$ cat config.mk
export PLATFORM = sky130hd
export DESIGN_NAME = mips_mc_ctrl_flat
export DESIGN_NICKNAME = d
export VERILOG_FILES = /design/src/rtl/mips_mc_ctrl_if.sv /design/src/rtl/mips_mc_ctrl.sv /design/src/flat_wrapper.sv
export SDC_FILE = /design/constraint.sdc
export NUM_CORES = 1
export LEC_CHECK = 0
export BUFFER_PORTS_ARGS = -buffer_cell sky130_fd_sc_hd__buf_2
export CORE_ASPECT_RATIO = 0.5
export CORE_MARGIN = 2
export CORE_UTILIZATION = 48
export DETAILED_ROUTE_END_ITERATION = 6
export PLACE_DENSITY_LB_ADDON = 0.25
export SLEW_MARGIN = 20
export SYNTH_ARGS = -nofsm -noshare
export SYNTH_HDL_FRONTEND = slang
export SYNTH_SLANG_ARGS = --single-unit
export TNS_END_PERCENT = 30
$ cat constraint.sdc
create_clock -name CLK -period 2.5 [get_ports CLK]
set_clock_uncertainty 0.15 [all_clocks]
set_input_delay 0.5 -clock CLK [delete_from_list [all_inputs] [get_ports CLK]]
set_output_delay 0.5 -clock CLK [all_outputs]
set_load 0.02 [all_outputs]
$ cat src/rtl/mips_mc_ctrl_if.sv
// rtl/mips_mc_ctrl_if.sv - control/handshake bundle between the multi-cycle sequencer and the MIPS datapath
interface mips_mc_ctrl_if #(
  parameter int CNT_W = 32
);
  logic             Run;
  logic [31:0]      Ins;
  logic             Zero;
  logic             IMemAck;
  logic             DMemAck;
  logic             IMemReq;
  logic             DMemReq;
  logic             MemWrite;
  logic             IRWrite;
  logic             PCWrite;
  logic [1:0]       PCSrc;
  logic             RegWrite;
  logic [1:0]       RegDst;
  logic [1:0]       WdSel;
  logic             ALUSrcB;
  logic [1:0]       ALUOp;
  logic             Retire;
  logic             Illegal;
  logic [2:0]       State;
  logic [CNT_W-1:0] InstCount;

  modport slave (
    input  Run, Ins, Zero, IMemAck, DMemAck,
    output IMemReq, DMemReq, MemWrite, IRWrite, PCWrite, PCSrc, RegWrite,
           RegDst, WdSel, ALUSrcB, ALUOp, Retire, Illegal, State, InstCount
  );

  modport master (
    output Run, Ins, Zero, IMemAck, DMemAck,
    input  IMemReq, DMemReq, MemWrite, IRWrite, PCWrite, PCSrc, RegWrite,
           RegDst, WdSel, ALUSrcB, ALUOp, Retire, Illegal, State, InstCount
  );
endinterface

$ cat src/rtl/mips_mc_ctrl.sv
// rtl/mips_mc_ctrl.sv - multi-cycle FETCH/DECODE/EXEC/MEM/WB sequencer with retired-instruction counter
module mips_mc_ctrl #(
  parameter int CNT_W = 32
) (
  input  logic         CLK,
  input  logic         RST,
  mips_mc_ctrl_if.slave bus
);

  typedef enum logic [2:0] {
    S_FETCH  = 3'd0,
    S_DECODE = 3'd1,
    S_EXEC   = 3'd2,
    S_MEM    = 3'd3,
    S_WB     = 3'd4,
    S_TRAP   = 3'd5
  } state_t;

  state_t           state, state_nxt;
  logic [CNT_W-1:0] count;

  logic [5:0] opcode, funct;
  logic       is_r, r_ok, is_lw, is_sw, is_beq, is_addi, is_j, is_jal, legal;
  logic       unused_ins;

  logic       imem_req, dmem_req, mem_write, ir_write, pc_write, reg_write;
  logic       alu_src_b, retire, illegal;
  logic [1:0] pc_src, reg_dst, wd_sel, alu_op;

  assign opcode     = bus.Ins[31:26];
  assign funct      = bus.Ins[5:0];
  assign unused_ins = ^bus.Ins[25:6];

  assign is_r    = (opcode == 6'h00);
  assign r_ok    = (funct == 6'h20) || (funct == 6'h22) || (funct == 6'h24) ||
                   (funct == 6'h25) || (funct == 6'h2A);
  assign is_lw   = (opcode == 6'h23);
  assign is_sw   = (opcode == 6'h2B);
  assign is_beq  = (opcode == 6'h04);
  assign is_addi = (opcode == 6'h08);
  assign is_j    = (opcode == 6'h02);
  assign is_jal  = (opcode == 6'h03);
  assign legal   = (is_r && r_ok) || is_lw || is_sw || is_beq || is_addi || is_j || is_jal;

  always_ff @(posedge CLK or negedge RST) begin
    if (!RST) begin
      state <= S_FETCH;
      count <= '0;
    end else begin
      state <= state_nxt;
      if (retire) count <= count + CNT_W'(1);
    end
  end

  // Every output is forced low while RST is held, so nothing escapes an aborted instruction.
  always_comb begin
    state_nxt = state;
    imem_req  = 1'b0;
    dmem_req  = 1'b0;
    mem_write = 1'b0;
    ir_write  = 1'b0;
    pc_write  = 1'b0;
    pc_src    = 2'b00;
    reg_write = 1'b0;
    reg_dst   = 2'b00;
    wd_sel    = 2'b00;
    alu_src_b = 1'b0;
    alu_op    = 2'b00;
    retire    = 1'b0;
    illegal   = 1'b0;
    if (RST) begin
      case (state)
        S_FETCH: begin
          imem_req = bus.Run;
          if (bus.Run && bus.IMemAck) begin
            ir_write  = 1'b1;
            pc_write  = 1'b1;
            state_nxt = S_DECODE;
          end
        end
        S_DECODE: begin
          if (!legal) begin
            state_nxt = S_TRAP;
          end else if (is_j || is_jal) begin
            pc_write  = 1'b1;
            pc_src    = 2'b10;
            retire    = 1'b1;
            state_nxt = S_FETCH;
            if (is_jal) begin
              reg_write = 1'b1;
              reg_dst   = 2'b10;
              wd_sel    = 2'b10;
            end
          end else begin
            state_nxt = S_EXEC;
          end
        end
        S_EXEC: begin
          if (is_r) begin
            alu_op    = 2'b10;
            state_nxt = S_WB;
          end else if (is_addi) begin
            alu_src_b = 1'b1;
            state_nxt = S_WB;
          end else if (is_lw || is_sw) begin
            alu_src_b = 1'b1;
            state_nxt = S_MEM;
          end else if (is_beq) begin
            alu_op    = 2'b01;
            pc_write  = bus.Zero;
            pc_src    = 2'b01;
            retire    = 1'b1;
            state_nxt = S_FETCH;
          end else begin
            state_nxt = S_TRAP;
          end
        end
        S_MEM: begin
          dmem_req  = 1'b1;
          mem_write = is_sw;
          if (bus.DMemAck) begin
            if (is_sw) begin
              retire    = 1'b1;
              state_nxt = S_FETCH;
            end else begin
              state_nxt = S_WB;
            end
          end
        end
        S_WB: begin
          reg_write = 1'b1;
          retire    = 1'b1;
          state_nxt = S_FETCH;
          if (is_r)       reg_dst = 2'b01;
          else if (is_lw) wd_sel  = 2'b01;
        end
        S_TRAP: begin
          illegal = 1'b1;
        end
        default: state_nxt = S_FETCH;
      endcase
    end
  end

  assign bus.IMemReq   = imem_req;
  assign bus.DMemReq   = dmem_req;
  assign bus.MemWrite  = mem_write;
  assign bus.IRWrite   = ir_write;
  assign bus.PCWrite   = pc_write;
  assign bus.PCSrc     = pc_src;
  assign bus.RegWrite  = reg_write;
  assign bus.RegDst    = reg_dst;
  assign bus.WdSel     = wd_sel;
  assign bus.ALUSrcB   = alu_src_b;
  assign bus.ALUOp     = alu_op;
  assign bus.Retire    = retire;
  assign bus.Illegal   = illegal;
  assign bus.State     = state;
  assign bus.InstCount = count;

endmodule

$ cat src/flat_wrapper.sv
// flat-port wrapper written by rule: the top's interface ports become plain ports
module mips_mc_ctrl_flat 
#(
  parameter int CNT_W = 32
)
  (CLK, RST, bus_Run, bus_Ins, bus_Zero, bus_IMemAck, bus_DMemAck, bus_IMemReq, bus_DMemReq, bus_MemWrite, bus_IRWrite, bus_PCWrite, bus_PCSrc, bus_RegWrite, bus_RegDst, bus_WdSel, bus_ALUSrcB, bus_ALUOp, bus_Retire, bus_Illegal, bus_State, bus_InstCount);
  mips_mc_ctrl_if #(.CNT_W(CNT_W)) bus_i ();
  input  logic CLK;
  input  logic RST;
  input wire logic [$bits(bus_i.Run)-1:0] bus_Run;
  input wire logic [$bits(bus_i.Ins)-1:0] bus_Ins;
  input wire logic [$bits(bus_i.Zero)-1:0] bus_Zero;
  input wire logic [$bits(bus_i.IMemAck)-1:0] bus_IMemAck;
  input wire logic [$bits(bus_i.DMemAck)-1:0] bus_DMemAck;
  output wire logic [$bits(bus_i.IMemReq)-1:0] bus_IMemReq;
  output wire logic [$bits(bus_i.DMemReq)-1:0] bus_DMemReq;
  output wire logic [$bits(bus_i.MemWrite)-1:0] bus_MemWrite;
  output wire logic [$bits(bus_i.IRWrite)-1:0] bus_IRWrite;
  output wire logic [$bits(bus_i.PCWrite)-1:0] bus_PCWrite;
  output wire logic [$bits(bus_i.PCSrc)-1:0] bus_PCSrc;
  output wire logic [$bits(bus_i.RegWrite)-1:0] bus_RegWrite;
  output wire logic [$bits(bus_i.RegDst)-1:0] bus_RegDst;
  output wire logic [$bits(bus_i.WdSel)-1:0] bus_WdSel;
  output wire logic [$bits(bus_i.ALUSrcB)-1:0] bus_ALUSrcB;
  output wire logic [$bits(bus_i.ALUOp)-1:0] bus_ALUOp;
  output wire logic [$bits(bus_i.Retire)-1:0] bus_Retire;
  output wire logic [$bits(bus_i.Illegal)-1:0] bus_Illegal;
  output wire logic [$bits(bus_i.State)-1:0] bus_State;
  output wire logic [$bits(bus_i.InstCount)-1:0] bus_InstCount;
  assign bus_i.Run = bus_Run;
  assign bus_i.Ins = bus_Ins;
  assign bus_i.Zero = bus_Zero;
  assign bus_i.IMemAck = bus_IMemAck;
  assign bus_i.DMemAck = bus_DMemAck;
  assign bus_IMemReq = bus_i.IMemReq;
  assign bus_DMemReq = bus_i.DMemReq;
  assign bus_MemWrite = bus_i.MemWrite;
  assign bus_IRWrite = bus_i.IRWrite;
  assign bus_PCWrite = bus_i.PCWrite;
  assign bus_PCSrc = bus_i.PCSrc;
  assign bus_RegWrite = bus_i.RegWrite;
  assign bus_RegDst = bus_i.RegDst;
  assign bus_WdSel = bus_i.WdSel;
  assign bus_ALUSrcB = bus_i.ALUSrcB;
  assign bus_ALUOp = bus_i.ALUOp;
  assign bus_Retire = bus_i.Retire;
  assign bus_Illegal = bus_i.Illegal;
  assign bus_State = bus_i.State;
  assign bus_InstCount = bus_i.InstCount;
  mips_mc_ctrl #(.CNT_W(CNT_W)) u_core (.CLK(CLK), .RST(RST), .bus(bus_i));
endmodule
* Word level (Yosys, flattened, before mapping)
Cells that the tools add are included.
** Word-level totals
- Register bits after elaboration :: 35
- Latch bits :: 0
- Bits in writable memories :: 0
- Bits in read-only memories :: 0
- Logic and storage cells :: 107
- Memories :: 0
** Operators by class
- Add/subtract/negate cells :: 1
- $mul :: 0
- Div/mod/pow operators :: 0
- Order comparisons :: 0
- Equal/unequal tests :: 18
- Shift operators :: 0
- Muxes and demuxes :: 68
- Bitwise operators :: 1
- Reduce and logical (&&, ||, !) cells :: 17
** Operators with widths (count)
- $eq 6x6->1 const B :: 7
- $mux 1 :: 37
- $add 32x1->32 const B :: 1
- $mux 2 :: 16
- $mux 3 :: 8
- $pmux 3 s5 :: 1
- $eq 6x2->1 const B :: 2
- $logic_or 1x1->1 :: 12
- $pmux 2 s2 :: 3
- $eq 3x2->1 const B :: 2
- $eq 3x3->1 const B :: 2
- $eq 6x3->1 const B :: 1
- $eq 6x4->1 const B :: 1
- $logic_not 6->1 :: 1
- $pmux 1 s4 :: 1
- $reduce_and 4->1 :: 1
- $eq 3x1->1 const B :: 1
- $logic_not 3->1 :: 1
- $pmux 1 s3 :: 1
- $logic_and 1x1->1 :: 2
- $ne 2x1->1 const B :: 1
- $ne 2x2->1 const B :: 1
- $pmux 1 s2 :: 1
- $not 1->1 :: 1

* Depth between registers and ports, before layout
Gate-level depths: netlist of the first run.
- Depth after elaboration :: 15
- Depth in mapped cells :: 9
- Gate-level depth less buffers :: 7

* Worst setup path before layout of the first run
No wires, ideal clock.
- Path kind :: input-to-output
- Start point :: input port bus_Ins[28]
- End point :: output port bus_RegWrite
- Arrival time :: 2.126 ns
- Path slack :: -0.276 ns
- Stages on the path :: 6
- Buffers on the path :: 1
- Path through :: clkbuf_1 nor2_1 nand3_1 nor3_1 and2_1 or2_2
** Between the ends
- Word-level cells in the longest chain between the ends :: 11
** Ends and longest elaborated chain
- start, declared :: RTL line flat_wrapper.sv:11 : input wire logic [$bits(bus_i.Ins)-1:0] bus_Ins;
- $logic_not 6->1 :: RTL line mips_mc_ctrl.sv:34 : assign is_r = (opcode == 6'h00);
- $logic_and 1x1->1 :: RTL line mips_mc_ctrl.sv:43 : assign legal = (is_r && r_ok) || is_lw || is_sw || is_beq || is_addi || is_j || is_jal;
- $logic_or 1x1->1 (6 in a row) :: RTL line mips_mc_ctrl.sv:43
- $mux 1 (*) :: RTL line mips_mc_ctrl.sv:82 : if (!legal) begin
- $pmux 1 s2 (*) :: RTL line mips_mc_ctrl.sv:72 : case (state)
- $mux 1 (*) :: RTL line mips_mc_ctrl.sv:71 : if (RST) begin
- end, declared :: RTL line flat_wrapper.sv:21 : output wire logic [$bits(bus_i.RegWrite)-1:0] bus_RegWrite;
Mark *: on every way between the ends. The rest lies on a longest branch, timed or not.

* Worst setup path after layout of the first run
- Start point :: register u_core.state[0], in the netlist u_core.bus.State[0]
- End point :: output port bus_Retire
** Between the ends
- Word-level cells in the longest chain between the ends :: 3
** Ends and longest elaborated chain
- start, declared :: RTL line mips_mc_ctrl.sv:19 : state_t state, state_nxt;
- start signal, assigned :: RTL line mips_mc_ctrl.sv:50 : state <= state_nxt;
- $eq 3x3->1, or another cell as far along :: RTL line mips_mc_ctrl.sv:72
- $pmux 1 s4 (*) :: RTL line mips_mc_ctrl.sv:72
- $mux 1 (*) :: RTL line mips_mc_ctrl.sv:71
- end, declared :: RTL line flat_wrapper.sv:26 : output wire logic [$bits(bus_i.Retire)-1:0] bus_Retire;
Marks and branches as above.

==> impl_results.md, run 1 <==
* Status: complete, no violations
* Syn nets at 265
* Worst ir drop on vdd at 0.4177 mV
* Vias per Instance at 5.417
* Final wirelength at 5.255 mm
* Fin cells at 367
* Hold bufs inserted after CTS at 0
* Die area at 0.004957 mm2
* First DRT Iteration DRCs at 102
* Max stage delay on crit path at 0.59 ns
* Most common cell on crit path: o21ai_4
* Clk sinks at 35
* Largest net degree at the start of global routing at 31
* DRT Pass-1 Iters at 4
* CP Launch Type: register
* GRT overflow at 0
* Final Slew Violations at 0
* Leading area contributor after synthesis: dfrtp_1
* Slew @ Worst Pin at 0.4806 ns
* Layout area overhead at 31.13%
* Die W at 97.59 um
* N_diodes at 0
* CP endpoint kind: primary output
* HPWL Detailed at 3.833 mm
* GPL Wtd Cong at 0.8579
* Async S/R FF share, synth at 100.0%
* Period utilisation layout at 96.90%
* Number of global-route vias before repair at 1800
* Slew headroom at 67.74%
* Clock Path Buffers at 2
* Core Region at 0.004044 mm2
* Count of final setup violators at 0
* Ratio of cells with drive above 1 in the final layout at 36.74%
* Main synth FF type: dfrtp_1
* Sequential share of the synthesized area at 41.67%
* Lkg Pwr at 0.001442 uW
* Crit path required time at 1.85 ns
* Post-synth EDFFs at 0
* NetSw at 611.3 uW
* Later-pin clock latency in the skew report at 0.29 ns
* Clk pin slew, worst setup/hold paths at 0.07 ns
* Final hold violation count at 0
* Hold WC Path Type: input pin to asynchronous set/reset pin
* ANT nets after route at 0
* Yosys cell types at 41
* Clock root buffer master: clkbuf_8
* Net Sw Frac at 35.78%
* P_int at 1097 uW
* Crit path time final at 2.423 ns
* Max cap viols at 0
* Reg2reg setup slack at 0.22 ns
* Chip height at 50.80 um
* Synth Register Bits at 35
* Fmax at 412.8 MHz
* Clk pwr share at 26.1%
* Most common cell after layout, fill and taps aside: buf_2
* Routed WL per cell at 14.32 um
* Placement Rows at 16
* Critical path class: register to primary output
* Mapped cell area at 0.002102 mm2
* Arrival time worst endpoint at 1.77 ns
* Initial antenna violation count at 0
* First-pass GRT wire length at 8.666 mm
* Placed Instances at 354
* Cell area power density at 619.8 mW/mm2
* RSZ-0062 raised after global routing: no
* Critical path's slowest cell: or4bb_4
* GRT Overall Usage at 21.87%
* Final Net Count at 351
* I/O Pins at 90
* FF-to-FF path depth at 6
* Initial cell density of the core at 51.98%
* Synth Instances at 226
* Crit-path max FO at 5
* Gate power share at 35.6%
* IO buf count at 69
* Area share of the largest cell type after synthesis at 41.67%
* Power share of the sequential group at 38.3%
* FF-to-FF End: u_core.bus.InstCount[29]
* H-Tree Depth at 2
* Vias at 1988
* CTS tree: done
* Dominant cells by area after synthesis: dfrtp_1 42%, xnor2_1 7.9%, xor2_1 5.0%, nand3_1 4.3%, nand2_1 3.8%
* Most frequent cells in the layout: 69 x buf_2, 33 x dfrtp_1, 21 x nand2_1
* Syn avg cell area at 9.301 um2
* TritonCTS buffer count at 5
* YS warnings at 0
* Reg2Reg Launch Point: u_core.bus.State[0]
* TNS Setup at 0 ns
* Critical Path, Cell by Cell: or4bb_4 > o21ai_4 > o21ai_4 > inv_1 > buf_2
* Remaining DRCs at 0
## layer usage
metal  part of all wire [%]  routed length [um]  vias to the layer above  global-route usage [%]
li1                       -                   -                      967                       -
met1                     48                2522                      938                   30.70
met2                     44                2327                       73                   34.83
met3                    6.5                 342                       10                   4.318
met4                    1.2                  62                        0                   6.250
met5                      0                   0                        -                       0
## worst max-delay path by stage
stage	endpoint	depth (start not counted)	slack (ns)	from
final	bus_Retire	5	0.08	u_core.bus.State[0]
after global routing	bus_RegWrite	7	0.002	bus_Ins[29]
after CTS	bus_Retire	5	0.04	u_core.bus.State[1]
after detailed placement	bus_Retire	7	0.05	bus_Ins[30]
after global placement	bus_Retire	7	0.1	bus_Ins[30]
after floorplan	bus_RegWrite	6	0.04	bus_Ins[28]
## synthesized netlist by cell type (4+ instances only)
master / instances
dfrtp_1: 35
nand2b_1: 5
nand3_1: 18
a21oi_1: 4
nor3_1: 15
nor2_1: 17
and2_1: 4
xor2_1: 12
and4_1: 5
and3_1: 8
nand2_1: 21
xnor2_1: 19
nor2b_1: 4
nand4_1: 9
inv_1: 8
## worst max-delay path, delay by kind of cell, from the launching register on
| family | cells | cell delay (ns) |
|---|---|---|
| DFF | 1 | 0.44 |
| buffers and inverters | 2 | 0.24 |
| AOI/OAI and AO/OA | 2 | 0.22 |
| and+or+nand+nor | 1 | 0.59 |
## stage by stage
stage	instance area [um2]	util (%)	power (uW)	hold WS, ns	worst slack, ns
floorplan	2115	-	1019	0.05441	0.03908
global placement	2580	63.80	1190	0.3024	0.09886
detailed placement	2580	63.80	1197	0.3110	0.05196
CTS	2719	67.23	1687	0.01865	0.03973
global route	2756	68.16	1799	0.03044	0.002041
finish	2756	68.16	1708	0.01448	0.07749
## final cells by class
cell class | instances | area [um2]
Timing Repair Buffer | 88 | 493.0
Multi-Input combinational cell | 174 | 1187
Inverter | 8 | 30.03
Fill cell | 343 | 1287
Tap cell | 54 | 67.56
Clock buffer | 8 | 100.1
Sequential cell | 35 | 878.3
## power groups by stage
stage,Sequential [uW],Clock [uW],Combinational [uW]
5_1_grt,665,478,656
3_5_place_dp,672,0,525
6_report,655,446,608
2_1_floorplan,699,0,320
4_1_cts,655,455,577
3_3_place_gp,670,0,521
## logic make-up after synthesis
family / synth area share (%)
AND/OR/NAND/NOR: 33.45
flip-flops: 41.67
XOR/XNOR: 12.92
AO/OA/AOI/OAI: 6.905
buffers and inverters: 3.928
multiplexers: 0.5357
adder cells (fa/ha/maj): 0.5951
## timing repair
item                       CTS  global route
setup endpoints to repair    1             2
pin swaps                    0             1
resized for setup            5             4
setup buffers                3             2
## flip-flops by register name, summed over array words and instances, names as in the netlist
signal                flops
u_core.bus.InstCount     32
u_core.bus.State          3
(Power assumes the default switching activity.)
==> run 2, diff against run 1 <==
CORE_UTILIZATION = 25   (was 48)
==> run 2 against run 1 <==
  * Register-to-register slack improved by 0.05 ns
  * Worst setup slack lost 0.020 ns
  * Critical path type unchanged
  * Via count is 1.1% higher
  * Sequential cell count did not move
  * Global-route usage fell by 8.9 points
  * Non-clock buffer count rose by 4
  * Clock power up 33%
  * Wire length grew 12%
  * Fmax is 0.82% lower
  * Sequential power rose by 0.9%
  * Sequential share of layout area fell by 1.4 points
==> impl_results.md, run 2 (synthesis gave the netlist of run 1 again) <==
* Final worst setup slack at 0.05742 ns (-0.02007 ns)
* CP endpoint kind: primary output
* Die area at 0.009202 mm2 (+86%)
* Layout area overhead at 37.02%
* Clk pin slew, worst setup/hold paths at 0.06 ns (about the same)
* Vias per Instance at 4.685 (-14%)
* Final Net Count at 355 (+1.1%)
* Worst ir drop on vdd at 0.2410 mV (-42%)
* Busiest layer in global routing: met2
* ANT nets after route at 0 (unchanged)
* Status: complete, no violations
* Initial cell density of the core at 25.99% (-26 points)
* Clock Path Buffers at 2 (unchanged)
* Max cap viols at 0 (unchanged)
* Most frequent cells in the layout: 69 x buf_2, 34 x dfrtp_1, 22 x buf_4
* GR Layer Usage met2 at 22.23% (-13 points)
* GPL Wtd Cong at 0.8067 (-6.0%)
* Chip height at 68.84 um (+36%)
* DRT Pass-1 Iters at 4 (unchanged)
* Lkg Pwr at 0.001460 uW (+1.3%)
* Clock root buffer master: clkbuf_16
* Max reg flops at 32 (unchanged)
* Crit-path max FO at 5 (unchanged)
* Most common cell after layout, fill and taps aside: buf_2
* Crit path required time at 1.85 ns (about the same)
* Hold WC Path Type: input pin to asynchronous set/reset pin
* WHS at 0.2243 ns (+0.2099 ns)
* Initial antenna violation count at 0 (unchanged)
* Placement Rows at 23 (+7)
* Post-Place Worst Slack at 0.07683 ns (+0.02487 ns)
* GRT Overall Usage at 12.95% (-8.9 points)
* CTS tree: done
* I/O Pins at 90 (unchanged)
* Final wirelength at 5.866 mm (+12%)
* Fill cells at 849 (+150%)
* Clk sinks at 35 (unchanged)
* Largest net degree at the start of global routing at 34 (+9.7%)
* Crit path time final at 2.443 ns (+0.02007 ns)
* Later-pin clock latency in the skew report at 0.28 ns (about the same)
* Slew @ Worst Pin at 0.4943 ns (+0.01368 ns)
* Period utilisation layout at 97.70% (+0.80 points)
* Vias at 2010 (+1.1%)
* Critical path class: register to primary output
* HPWL Detailed at 4.430 mm (+16%)
* Grt met1 use at 16.47% (-14 points)
* Core Region at 0.008087 mm2 (+100%)
* Remaining DRCs at 0 (unchanged)
* Fmax at 409.4 MHz (-0.82%)
* Final hold violation count at 0 (unchanged)
* TNS Setup at 0 ns (unchanged)
* Slew headroom at 66.83% (-0.92 points)
* IO buf count at 69 (unchanged)
* CP Launch Type: register
* First-pass GRT wire length at 9.384 mm (+8.3%)
* Ratio of cells with drive above 1 in the final layout at 35.65% (-1.1 points)
* Count of final setup violators at 0 (unchanged)
* Cell area power density at 647.4 mW/mm2 (+4.5%)
* TritonCTS buffer count at 5 (unchanged)
* GRT overflow at 0 (unchanged)
* H-Tree Depth at 2 (unchanged)
* First DRT Iteration DRCs at 103 (+0.98%)
* Routed WL per cell at 13.67 um (-4.5%)
* Arrival time worst endpoint at 1.79 ns (+0.02 ns)
* Number of global-route vias before repair at 1904 (+5.8%)
* Final Slew Violations at 0 (unchanged)
* Met3 usage in global routing at 3.509% (-0.81 points)
* N_diodes at 0 (unchanged)
* Die W at 133.7 um (+37%)
==> run 2: stage by stage <==
stage,util (%),power (uW),std cells,cell area [um2]
floorplan,-,1019,226,2115
global placement,33.27,1240,417,2690
detailed placement,33.27,1243,417,2690
CTS,35.20,1853,426,2846
global route,35.62,1967,429,2880
finish,35.62,1865,429,2880
==> run 2: critical path: stages (launching register included) <==
cell and delay [ns]:
dfrtp_1 0.42, or4bb_4 0.57, buf_4 0.15, nor4_1 0.16, buf_2 0.21
==> run 2: cell type report <==
cell class | instances | area, um2 | share of cell area (%)
well taps | 112 | 140.1 | 4.865
inverters | 8 | 30.03 | 1.043
multi-input cells | 174 | 1175 | 40.79
clock buffers | 7 | 132.6 | 4.605
repair buffers | 92 | 520.5 | 18.07
flip-flops and latches | 35 | 877.1 | 30.45
clock inverters | 1 | 5.005 | 0.1738
==> run 2: final timing paths <==
kind	to	slack, ns	start	cells past startpoint
setup / recovery	bus_WdSel[0]	0.06	u_core.bus.State[0]	4
hold / removal	u_core.bus.InstCount[30]	0.22	RST	2
setup reg to reg	u_core.bus.InstCount[29]	0.27	u_core.bus.State[0]	6
hold reg to reg	u_core.bus.InstCount[31]	0.31	u_core.bus.InstCount[31]	1
max in group asynchronous	u_core.bus.State[1]	1.55	RST	2
min in group CLK	u_core.bus.InstCount[31]	0.31	u_core.bus.InstCount[31]	1
==> run 2: report_power, final <==
group | leakage, uW | internal (uW) | switching [uW] | total [uW]
Combinational | 0.000928 | 235 | 375 | 609
Clock | 0.0000679 | 368 | 227 | 595
Sequential | 0.000464 | 607 | 53.5 | 661
Total | 0.00146 | 1210 | 655 | 1860
==> run 2: routing by layer <==
metal / vias to the layer above / wire length, um
met5: - / 0
met4: 0 / 55
met3: 5 / 308
met2: 49 / 2751
met1: 977 / 2750
li1: 979 / -
==> run 2: repair_timing <==
action | in CTS | in global routing
resized for setup | 2 | 2
hold endpoints to repair | 2 | 0
setup buffers | 0 | 3
cloned | 0 | 0
hold buffers | 1 | 0
endpoints found under the setup margin | 1 | 2
==> run 3, diff against run 2 <==
ABC_AREA = 1   (was not set)
REMOVE_ABC_BUFFERS = 1   (was not set)
==> run 3 against run 2 <==
  * Worst setup slack improved by 0.091 ns
  * Synthesized area increased by 23%
  * Critical path depth increased by 2
  * First-iteration DRC count decreased by 0.97%
  * Design area increased by 13%
  * Die area increased by 22%
  * Fmax increased by 3.9%
  * Via count increased by 31%
  * Non-clock buffer count decreased by 18
  * Register-to-register slack improved by 0.25 ns
  * Utilization decreased by 3.6 points
  * Sequential cell count unchanged
  * Highest routed layer unchanged
==> impl_results.md, run 3 <==
* Post-route cell area at 0.003254 mm2 (+13%)
* Core Region at 0.01015 mm2 (+26%)
* CTS tree: done
* Synth Register Bits at 35 (unchanged)
* Synth Instances at 419 (+85%)
* Final Slew Violations at 0 (unchanged)
* GPL Wtd Cong at 0.8344 (+3.4%)
* Yosys cell types at 26 (-37%)
* Hold WC Path Type: input pin to asynchronous set/reset pin
* Worst ir drop on vdd at 0.2830 mV (+17%)
* Lkg Pwr at 0.001742 uW (+19%)
* Later-pin clock latency in the skew report at 0.27 ns (about the same)
* Reg2reg setup slack at 0.52 ns (+0.25 ns)
* Gate power share at 27.5% (-5.2 points)
* Seq. cell area at 878.3 um2 (+0.14%)
* H-Tree Depth at 2 (unchanged)
* YS warnings at 0 (unchanged)
* Leading area contributor after synthesis: dfrtp_1
* Async S/R FF share, synth at 100.0% (unchanged)
* Clock Path Buffers at 2 (unchanged)
* Initial antenna violation count at 0 (unchanged)
* Status: complete, no violations
* TNS Setup at 0 ns (unchanged)
* Die area at 0.01123 mm2 (+22%)
* Mapped cell area at 0.002587 mm2 (+23%)
* First-pass GRT wire length at 12.52 mm (+33%)
* FF-to-FF path depth at 8 (+2)
* Slew @ Worst Pin at 0.4356 ns (-0.05871 ns)
* Vias at 2632 (+31%)
* Syn avg cell area at 6.175 um2 (-34%)
* Period utilisation layout at 94.05% (-3.7 points)
* Tot Pwr at 1837 uW (-1.5%)
* Most frequent cells in the layout: 206 x nand2_1, 71 x nor2_1, 69 x buf_2
* Area occupied by multi-input gates at 0.001535 mm2 (+31%)
* Critical path class: register to primary output
* Fmax at 425.3 MHz (+3.9%)
* Fill cells at 1148 (+35%)
* Clock root buffer master: clkbuf_16
* Area share of the largest cell type after synthesis at 33.85% (-7.8 points)
* Clk sinks at 35 (unchanged)
* Crit path required time at 1.85 ns (about the same)
* Max cap viols at 0 (unchanged)
* GRT overflow at 0 (unchanged)
* HPWL Detailed at 5.797 mm (+31%)
* Die W at 147.9 um (+11%)
* Vias per Instance at 4.158 (-11%)
* Clk pin slew, worst setup/hold paths at 0.06 ns (about the same)
* Crit-path max FO at 6 (+1)
* GRT Overall Usage at 13.52% (+0.57 points)
* Chip height at 75.94 um (+10%)
* Most common cell after layout, fill and taps aside: nand2_1
* Largest net degree at the start of global routing at 33 (-2.9%)
* Cell area power density at 564.4 mW/mm2 (-13%)
* I/O Pins at 90 (unchanged)
* Count of final setup violators at 0 (unchanged)
* IO buf count at 69 (unchanged)
* RSZ-0062 raised after global routing: no
* NetSw at 645.4 uW (-1.5%)
* Remaining DRCs at 0 (unchanged)
* First DRT Iteration DRCs at 102 (-0.97%)
* Final wirelength at 7.431 mm (+27%)
* Power share of the sequential group at 37.0% (+1.6 points)
* Initial cell density of the core at 25.49% (-0.50 points)
* CP Launch Type: register
* Placed Area at 0.003078 mm2 (+14%)
* Clk pwr share at 35.5% (+3.6 points)
* Arrival time worst endpoint at 1.70 ns (-0.09 ns)
* Max reg flops at 32 (unchanged)
* Post-synth EDFFs at 0 (unchanged)
* N_diodes at 0 (unchanged)
* P_int at 1191 uW (-1.5%)
* Setup Buffers After CTS at 0 (unchanged)
* Placement Rows at 26 (+13%)
* Final Net Count at 531 (+50%)
* Synth top cells by count: 206 x nand2_1, 72 x nor2_1, 35 x dfrtp_1
* Number of global-route vias before repair at 2463 (+29%)
* Final hold violation count at 0 (unchanged)
* Routed WL per cell at 11.74 um (-14%)
* TritonCTS buffer count at 5 (unchanged)
* Net Sw Frac at 35.14% (about the same)
* CP endpoint kind: primary output
* ANT nets after route at 0 (unchanged)
* DRT Pass-1 Iters at 4 (unchanged)
* Slew headroom at 70.85% (+4.0 points)
* Sequential share of the synthesized area at 33.85% (-7.8 points)
* Most common cell in the synthesized netlist: nand2_1
* Ratio of cells with drive above 1 in the final layout at 19.27% (-16 points)
* Crit path time final at 2.351 ns (-0.09132 ns)
* Main synth FF type: dfrtp_1
* Layout area overhead at 25.77%
* Dominant cells by area after synthesis: dfrtp_1 34%, nand2_1 30%, nor2_1 10%, xnor2_1 5.1%, inv_1 4.4%
-- run 3: cells by family (layout without fill, tap and decap cells) --
logic type	after synthesis	after routing	share of synthesized area, %
AO/OA/AOI/OAI	8	8	2.321
AND/OR/NAND/NOR	308	308	47.44
buffers and inverters	41	115	7.108
flip-flops	35	35	33.85
XOR/XNOR	26	26	8.801
adder cells (fa/ha/maj)	1	1	0.4835
-- run 3: path summary, 6_finish.rpt --
check	end	startpoint
max	bus_Retire	u_core.bus.State[0]
max in group asynchronous	u_core.bus.State[2]	RST
max reg2reg	u_core.bus.InstCount[22]	u_core.bus.State[0]
min reg2reg	u_core.bus.InstCount[31]	u_core.bus.InstCount[31]
min	u_core.bus.InstCount[3]	RST
min in group CLK	u_core.bus.InstCount[31]	u_core.bus.InstCount[31]
-- run 3: stage by stage --
stage	worst slack [ns]	hold WS (ns)	instances	util, %
2_1_floorplan	0.2507	0.05441	411	-
3_3_place_gp	0.1389	0.1985	624	30.33
3_5_place_dp	0.1280	0.2024	624	30.33
4_1_cts	0.05072	0.1846	633	31.97
5_1_grt	0.03906	0.2017	633	32.06
6_report	0.1487	0.1793	633	32.06
-- run 3: metal layers --
metal | vias up | wire length [um] | GRT usage [%] | share of wire (%)
met1 | 1152 | 3911 | 20.21 | 53
li1 | 1419 | - | - | -
met3 | 4 | 381 | 2.169 | 5.1
met5 | - | 0 | 0 | 0
met2 | 57 | 3065 | 20.56 | 41
met4 | 0 | 72 | 2.667 | 0.97
-- run 3: worst max-delay path, cell delays in order, from the launching register on --
cell and delay, ns:
dfrtp_2 0.46, nor3_4 0.29, inv_2 0.09, nor2_4 0.12, nor2_2 0.08, a21oi_4 0.20, buf_2 0.20
-- run 3: power groups by stage --
stage,clock (uW),sequential [uW],combinational [uW]
5_1_grt,704,691,571
2_1_floorplan,0,725,284
4_1_cts,664,679,511
3_5_place_dp,0,688,508
3_3_place_gp,0,687,504
6_report,652,681,504
-- run 3: layout make-up --
class / count / share of cell area (%)
multi-input cells: 343 / 47.17
flip-flops and latches: 35 / 26.99
repair buffers: 74 / 11.84
well taps: 140 / 5.383
clock buffers: 8 / 4.806
inverters: 33 / 3.806
-- run 3: timing repair --
| action | 4_1_cts | 5_1_grt |
|---|---|---|
| endpoints found under the hold margin | 1 | 0 |
| gates resized for setup | 0 | 4 |
| endpoints found under the setup margin | 0 | 2 |
| hold buffers | 1 | 0 |
